## src/rtl/sprite_blitter.sv

```systemverilog
// Sprite blitter: copies a rectangular sprite from a synchronous ROM into the
// 320x240 12-bit frame memory at a signed position, with colour-key and clipping.
module sprite_blitter #(
  parameter int          FB_WIDTH    = 320,
  parameter int          FB_HEIGHT   = 240,
  parameter int          ROM_AW      = 12,
  parameter logic [11:0] TRANSPARENT = 12'hF0F
) (
  input  logic              clk,
  input  logic              rst,
  input  logic              start,
  input  logic [10:0]       x_pos,
  input  logic [10:0]       y_pos,
  input  logic [6:0]        spr_w,
  input  logic [6:0]        spr_h,
  input  logic [ROM_AW-1:0] spr_base,
  output logic              busy,
  output logic              done,
  output logic [ROM_AW-1:0] rom_addr,
  input  logic [11:0]       rom_data,
  output logic [16:0]       fb_addr,
  output logic [11:0]       fb_data,
  output logic              fb_we
);

  typedef enum logic [1:0] {IDLE, RUN, DRAIN} state_t;

  state_t      state, state_nxt;
  logic [11:0] x_lat, y_lat;
  logic [6:0]  w_lat, h_lat;
  logic [6:0]  sx, sy, sx_nxt, sy_nxt;
  logic        drain_cnt;
  logic        zero_size, row_end, last_pix;

  // Stage 1 is aligned with rom_addr, stage 2 with rom_data.
  logic        p1_valid, p1_hit;
  logic [11:0] p1_x, p1_y;
  logic [16:0] p1_addr;
  logic        p2_valid, p2_hit;
  logic [16:0] p2_addr;

  assign zero_size = (spr_w == 7'd0) || (spr_h == 7'd0);
  assign row_end   = (sx == w_lat - 7'd1);
  assign last_pix  = row_end && (sy == h_lat - 7'd1);
  assign sx_nxt    = row_end ? 7'd0 : sx + 7'd1;
  assign sy_nxt    = row_end ? sy + 7'd1 : sy;

  // Sign bit clear plus unsigned compare gives 0 <= coord < limit.
  assign p1_hit  = !p1_x[11] && !p1_y[11] &&
                   (p1_x < 12'(FB_WIDTH)) && (p1_y < 12'(FB_HEIGHT));
  assign p1_addr = 17'(p1_y) * 17'(FB_WIDTH) + 17'(p1_x);

  // NOTE: sequential state uses non-blocking assignments so every register
  // samples the pre-edge values, independent of statement order.
  always_ff @(posedge clk or negedge rst) begin
    if (!rst) state <= IDLE;
    else      state <= state_nxt;
  end

  always_comb begin
    // NOTE: assigning a default before the case keeps this block free of latches.
    state_nxt = state;
    case (state)
      IDLE:    if (start && !zero_size) state_nxt = RUN;
      RUN:     if (last_pix)            state_nxt = DRAIN;
      DRAIN:   if (drain_cnt)           state_nxt = IDLE;
      default:                          state_nxt = IDLE;
    endcase
  end

  always_comb begin
    busy = (state != IDLE);
  end

  always_ff @(posedge clk or negedge rst) begin
    if (!rst) begin
      x_lat     <= '0;
      y_lat     <= '0;
      w_lat     <= '0;
      h_lat     <= '0;
      sx        <= '0;
      sy        <= '0;
      drain_cnt <= 1'b0;
      done      <= 1'b0;
      rom_addr  <= '0;
      p1_valid  <= 1'b0;
      p1_x      <= '0;
      p1_y      <= '0;
      p2_valid  <= 1'b0;
      p2_hit    <= 1'b0;
      p2_addr   <= '0;
      fb_we     <= 1'b0;
      fb_addr   <= '0;
      fb_data   <= '0;
    end else begin
      done <= 1'b0;
      case (state)
        IDLE: begin
          p1_valid <= 1'b0;
          if (start) begin
            x_lat <= {x_pos[10], x_pos};
            y_lat <= {y_pos[10], y_pos};
            w_lat <= spr_w;
            h_lat <= spr_h;
            if (zero_size) begin
              done <= 1'b1;
            end else begin
              rom_addr <= spr_base;
              sx       <= '0;
              sy       <= '0;
              p1_valid <= 1'b1;
              p1_x     <= {x_pos[10], x_pos};
              p1_y     <= {y_pos[10], y_pos};
            end
          end
        end
        RUN: begin
          drain_cnt <= 1'b0;
          if (last_pix) begin
            p1_valid <= 1'b0;
          end else begin
            // Row-major sprite storage makes the ROM address a plain counter.
            rom_addr <= rom_addr + 1'b1;
            sx       <= sx_nxt;
            sy       <= sy_nxt;
            p1_valid <= 1'b1;
            p1_x     <= x_lat + 12'(sx_nxt);
            p1_y     <= y_lat + 12'(sy_nxt);
          end
        end
        DRAIN: begin
          p1_valid  <= 1'b0;
          drain_cnt <= 1'b1;
          if (drain_cnt) done <= 1'b1;
        end
        default: p1_valid <= 1'b0;
      endcase

      p2_valid <= p1_valid;
      p2_hit   <= p1_hit;
      p2_addr  <= p1_addr;

      fb_we <= p2_valid && p2_hit && (rom_data != TRANSPARENT);
      if (p2_valid && p2_hit && (rom_data != TRANSPARENT)) begin
        fb_addr <= p2_addr;
        fb_data <= rom_data;
      end
    end
  end

endmodule

```

## config.mk

```make
export PLATFORM = sky130hd
export DESIGN_NAME = sprite_blitter
export DESIGN_NICKNAME = d
export VERILOG_FILES = /design/src/rtl/sprite_blitter.sv
export SDC_FILE = /design/constraint.sdc
export NUM_CORES = 1
export LEC_CHECK = 0
export ABC_AREA = 1
export CORE_MARGIN = 3
export CORE_UTILIZATION = 55
export CTS_CLUSTER_SIZE = 10
export DETAILED_ROUTE_END_ITERATION = 8
export HOLD_SLACK_MARGIN = 0.15
export PLACE_DENSITY_LB_ADDON = 0.2
export SLEW_MARGIN = 30
export SYNTH_ARGS = -nofsm -noshare
export SYNTH_HDL_FRONTEND = slang
export SYNTH_SLANG_ARGS = --single-unit
export TNS_END_PERCENT = 5
```

## constraint.sdc

```tcl
create_clock -name clk -period 5.9 [get_ports clk]
set_input_delay 0.59 -clock clk [delete_from_list [all_inputs] [get_ports clk]]
set_output_delay 0.59 -clock clk [all_outputs]
set_load 0.05 [all_outputs]
```

==> impl_metrics.csv, run 1 <==
group,metric,value,unit
finish,fin_area,0.00957,mm²
route,drt_wl_total,17100,µm
timing,rsz0062_at_grt,"no",
flow_run,drv_cap,0,
critical_path,crit_type,"flop to flop",
critical_path,cp_slowest_stage_delay,0.35,ns
clocking,cts-buffers-inserted,17,
finish,diodes,0,
finish,nets,1131,
placed_design,dpl_worst_slack,2.50,ns
floorplanning,num_rows,42,
grt,antenna_found_initial,0,
timing,worst_pin_slew,0.863,ns
critical_path,required,6.19,ns
grt,grt_pass1_vias,6226,
critical_path,r2r.worst_path.cells,23,
critical_path,cp_max_fo,10,
run_status,outcome,"finished, final reports clean",
floorplanning,start_util,57.4,%
timing,timing.slew.headroom,42.1,%
floorplanning,die_h,125,µm
clocking,postCtsResizedCells,0,
grt,grt_max_degree,76,
timing,setup_tns,0,ns
timing,fin_skew,0.00673,ns
route,drc,0,
route,firstDrtPassIters,5,
placed_design,place_area,0.00894,mm²
clocking,cts_buffer_depth,2,
critical_path,cp_slowest_cell,"dfrtp_1",
route,num_vias,6325,
floorplanning,die_x,125,µm
timing,maxSlewViolCount,0,
yosys,seq_area_frac_synth,45.2,%
route,vias_per_cell,5.22,
pwr,ir_drop,0.000316,V
finish,n_fill_cell,1082,
floorplanning,core_area,0.0135,mm²
timing,setup_viol,0,
critical_path,crit_chain,"inv_2 -> ha_1 -> inv_1 -> nand2_1 -> nand2_1 -> nor2_1 -> nand3_1 -> nor2_2 -> nand2_4 -> nor4_1 -> xor2_1 -> inv_1 -> ha_1 -> nand3_1 -> nand2_1 -> a21oi_1 -> o21bai_1 -> nand2_1 -> nand2_1 -> nand3_1 -> xnor2_1 -> a21oi_1 -> o21ai_0",
critical_path,critPathLaunchType,"flop",
yosys,syn_area,0.00775,mm²
yosys,ys_ff_latch,140,
clocking,clk_pin_slew,0.06,ns
clocking,h-tree-depth,4,
finish,layout-drive-gt1-share,7.92,%
route,ant_nets,0,
pwr,power_density,624,mW/mm²
clocking,root_buffer,"clkbuf_16",
pwr,p_sw,0.00269,W
yosys,synthCells,921,
finish,final_common_cell,"nand2_1",
pwr,p_int,0.00328,W
yosys,synthDistinctLibCells,44,
grt,grt_use_total,23.1,%
critical_path,crit_top_cell,"nand2_1",
pwr,leakage,4.66,nW
finish,fin_cells,1211,
clocking,cts_tree,"done",
pwr,p_total,0.00597,W
pwr,combPwrFrac,52.4,%
placed_design,portBuffers,106,
placed_design,hpwl,12000,µm
grt,grt_pass1_wl,29400,µm
worst_hold_path,min_path_type,"input pin to async pin",
timing,timing.final.crit_share,58.5,%
placed_design,place_congestion,0.903,
timing,hold_viol,0,
pwr,seqPwrFrac,28.8,%
timing,layout_min_cycle_time,3.45,ns
pwr,p_clk_share,18.8,%
critical_path,rr_startpoint,"w_lat[0]",
critical_path,arrival,3.74,ns
pwr,p_sw_share,45.1,%
finish,area_growth_syn_to_layout,23.5,%
critical_path,end_kind,"flop",
clocking,clock_latency,0.42,ns
clocking,cts_hold_buf,0,
timing,fmax,0.290,GHz
placed_design,post-place-cells,1179,
finish,final_cell_mix,"nand2_1 (227), dfrtp_1 (140), inv_1 (110)",
clocking,cts_setup_buffers,0,
critical_path,r2r-end,"p1_y[10]",
route,wire_per_inst,14.1,µm
clocking,cts.sinks,140,
critical_path,critPathLaunch,"w_lat[0]",
yosys,synth_area_per_cell,8.41,µm²
route,dr.first_iter.drc_count,410,
yosys,synth_nets,1030,
floorplanning,io-pin-count,107,
floorplanning,die_area,0.0155,mm²
grt,gr-total-overflow,0,
critical_path,r2r_slack,2.45,ns
yosys,yosys_warnings,0,
timing,layout_setup_ws,2.45,ns
## kinds of logic (layout without fill, tap and decap cells)
group	after synthesis	after routing	synth area share (%)
AO/OA/AOI/OAI	149	149	11.1
XOR/XNOR	52	52	5.88
adder cells (fa/ha/maj)	46	46	7.82
buffers and inverters	144	258	7.31
flip-flops	140	140	45.2
multiplexers	13	13	1.89
AND/OR/NAND/NOR	377	377	20.7
## cell usage after synthesis, drive strengths merged
library cell  count  area [µm²]
a31oi             9        68.8
a211oi            1        7.51
clkbuf           18        67.6
clkinv            1        3.75
nor2             70         275
o21ai            64         324
xor2             38         333
and2              2        12.5
o22ai             8        93.8
buf               9        55.1
xnor2            14         123
nand3b            2        15.0
nand3            42         243
o21bai            1        7.51
mux2             13         146
nor4              9        56.3
nand2           233         892
o2111a            1        11.3
or2               3        18.8
nand4             8        50.1
dfrtp           140        3500
a21oi            55         275
inv             116         440
fa                4        80.1
ha               42         526
o211ai           10        75.1
nor3              8        45.0
## worst max-delay path, delay by kind of cell (launching register included)
family / cells / cell delay, ns
XOR/XNOR: 2 / 0.37
flip-flops: 1 / 0.35
AND/OR/NAND/NOR: 12 / 1.28
AO/OA/AOI/OAI: 4 / 0.48
buffers and inverters: 3 / 0.18
adder cells (fa/ha/maj): 2 / 0.63
## power groups by stage
stage	registers (W)	clock network [W]	logic, W
3_5_place_dp	0.00173	0	0.00311
2_1_floorplan	0.00206	0	0.00201
3_3_place_gp	0.00171	0	0.00301
6_report	0.00172	0.00112	0.00313
4_1_cts	0.00172	0.00114	0.00315
5_1_grt	0.00177	0.00117	0.00351
## how the worst max path moves through the flow
stage,endpoint,cells after the start
after CTS,p1_y[10],23
after floorplan,p1_y[10],23
final,p1_y[10],23
after global placement,p1_y[10],23
after detailed placement,p1_y[10],23
after global routing,p1_y[10],23
## metrics by stage
stage	hold slack [ns]	utilization, %
after floorplan	0.294	-
after global placement	0.337	66.1
after detailed placement	0.339	66.2
after CTS	0.192	70.8
after global routing	0.220	70.8
final	0.170	70.8
## final cells by class
cell class                      instances  area, µm²  area share [%]
Multi-Input combinational cell        637       3690            38.5
Sequential cell                       140       3500            36.6
Timing Repair Buffer                  109       1080            11.3
Clock buffer                           21        470            4.92
Inverter                              117        444            4.64
Tap cell                              176        220            2.30
Clock inverter                         11        158            1.65
## metal layers
metal | global-route usage [%] | vias to the layer above | wire length (µm)
li1 | - | 3192 | -
met1 | 30.4 | 2975 | 7830
met2 | 39.0 | 138 | 8340
met3 | 4.67 | 20 | 657
met4 | 6.32 | 0 | 248
met5 | 0 | - | 0
## sequential cells by signal (all words and copies together) (netlist names), 2 cells and up
| signal | flops |
|---|---|
| sy | 7 |
| sx | 7 |
| fb_data | 12 |
| p1_x | 12 |
| h_lat | 7 |
| rom_addr | 12 |
| y_lat | 11 |
| state | 2 |
| w_lat | 7 |
| x_lat | 11 |
| fb_addr | 17 |
| p2_addr | 17 |
| p1_y | 12 |
Note: power is estimated with default switching activity, not from simulation.
==> inputs of run 2 (changes only) <==
==> constraint.sdc (replaced) <==
create_clock -name clk -period 3.3 [get_ports clk]
set_input_delay 0.33 -clock clk [delete_from_list [all_inputs] [get_ports clk]]
set_output_delay 0.33 -clock clk [all_outputs]
set_load 0.05 [all_outputs]
==> run 2 against run 1 <==
Effect of this change: via count is 1.0% higher; clock power is 80% higher; cell count is 0.99% higher; routed wire length is 0.97% higher; hold slack better by 0.18 ns; combinational power is 81% higher; sequential share of layout area is 0.75 points lower; critical endpoint unchanged; largest cell class unchanged; highest routed layer unchanged.
==> impl_metrics.csv, run 2 (synthesized netlist as in run 1, its figures left out) <==
group,metric,value,unit
worst_hold_path,min_path_type,"flop to flop",
timing,fin_skew,0.00815,ns
finish,area_growth_syn_to_layout,26.0,%
pwr,leakage,4.73,nW
critical_path,critPathLaunchType,"flop",
grt,antenna_found_initial,0,
critical_path,cp_max_fo,5,
timing,setup_viol,0,
route,num_vias,6388,
timing,maxSlewViolCount,0,
clocking,h-tree-depth,4,
route,vias_per_cell,5.22,
pwr,ir_drop,0.000681,V
clocking,root_buffer,"clkbuf_16",
finish,register_area,0.00350,mm²
finish,layout-drive-gt1-share,10.8,%
flow_run,drv_cap,0,
floorplanning,core_area,0.0135,mm²
route,drc,0,
clocking,cts_buffer_depth,2,
finish,final_common_cell,"nand2_1",
critical_path,end_kind,"flop",
finish,postLayoutCoreUtil,72.3,%
clocking,cts-buffers-inserted,17,
grt,grt_max_degree,61,
grt,grt_use_total,22.6,%
run_status,outcome,"finished, final reports clean",
timing,timing.final.crit_share,99.5,%
floorplanning,io-pin-count,107,
route,wire_per_inst,14.1,µm
clocking,cts_tree,"done",
timing,whs,0.348,ns
timing,timing.slew.headroom,55.7,%
grt,met1_usage,30.2,%
placed_design,hpwl,11900,µm
placed_design,dpl_worst_slack,-0.0130,ns
grt,grt_pass1_vias,6113,
finish,final_cell_mix,"nand2_1 (225), dfrtp_1 (140), inv_1 (108)",
floorplanning,die_h,125,µm
grt,busiest_layer,"met2",
timing,rsz0062_at_grt,"yes",
route,firstDrtPassIters,5,
floorplanning,die_x,125,µm
clocking,cts.sinks,140,
route,drt_wl_total,17200,µm
grt,grt_pass1_wl,29000,µm
timing,hold_viol,0,
critical_path,cp_slowest_stage_delay,0.38,ns
floorplanning,start_util,57.4,%
clocking,clock_latency,0.43,ns
timing,fmax,0.305,GHz
floorplanning,die_area,0.0155,mm²
timing,layout_setup_ws,0.0173,ns
critical_path,crit_type,"flop to flop",
route,dr.first_iter.drc_count,427,
critical_path,crit_chain,"inv_2 -> ha_4 -> inv_2 -> nand2_2 -> nand2_1 -> nor2_1 -> nand3_1 -> nor2_2 -> nand2_4 -> nor4_4 -> xor2_1 -> inv_1 -> ha_4 -> nand3_2 -> nand2_2 -> a21oi_2 -> o21bai_1 -> nand2_1 -> nand2_1 -> nand3_1 -> xnor2_1 -> a21oi_1 -> o21ai_1",
finish,n_fill_cell,1045,
critical_path,crit_top_cell,"nand2_1",
finish,top_regs,"fb_addr (17), p2_addr (17)",
finish,multi_input_area,0.00378,mm²
finish,nets,1143,
timing,worst_pin_slew,0.664,ns
critical_path,cp_slowest_cell,"dfrtp_1",
timing,setup_tns,0,ns
placed_design,place_congestion,0.897,
timing,layout_min_cycle_time,3.28,ns
grt,use_met3,4.85,%
route,ant_nets,0,
finish,diodes,0,
floorplanning,num_rows,42,
critical_path,crit_family,"simple AND/OR/NAND/NOR gates",
grt,gr-total-overflow,0,
pwr,power_density,1100,mW/mm²
critical_path,crit_buf_inv,3,
critical_path,required,3.64,ns
critical_path,arrival,3.63,ns
grt,use_met2,37.2,%
clocking,clk_pin_slew,0.06,ns
placed_design,portBuffers,106,
==> run 2: metrics by stage <==
stage          area, µm²  power, W  cells
6_report            9770    0.0108   1223
5_1_grt             9770    0.0117   1223
4_1_cts             9690    0.0108   1220
3_5_place_dp        9000   0.00863   1186
3_3_place_gp        9000   0.00847   1186
2_1_floorplan       7750   0.00726    921
==> run 2: where the power goes <==
part           switching (W)  internal [W]
combinational        0.00352       0.00216
sequential          0.000563       0.00252
clock               0.000776       0.00125
==> run 2: metal layers <==
layer,routed length (µm),share of wire [%]
met3,793,4.6
met1,7950,46
met5,0,0
met4,157,0.91
met2,8350,48
==> run 2: final timing paths <==
check / to / slack [ns] / cells past startpoint / startpoint
max: p1_y[10] / 0.02 / 23 / w_lat[1]
min: p2_valid / 0.35 / 0 / p1_valid
max reg2reg: p1_y[10] / 0.02 / 23 / w_lat[1]
min reg2reg: p2_valid / 0.35 / 0 / p1_valid
max in group asynchronous: state[1] / 2.09 / 3 / rst
min in group asynchronous: p2_addr[0] / 0.44 / 2 / rst
==> run 2: repair_timing <==
item	4_1_cts	5_1_grt
hold buffers	1	0
setup endpoints to repair	3	16
pin swaps	2	19
resized for setup	8	16
setup buffers	1	3
hold endpoints to repair	58	0
==> run 2: area by class of cell <==
cell class,count,share of cell area (%)
clock inverter,13,1.79
clock buffer,19,4.64
timing repair buffer,121,12.2
tap,176,2.25
sequential,140,35.9
multi-input combinational,637,38.7
inverter,117,4.55
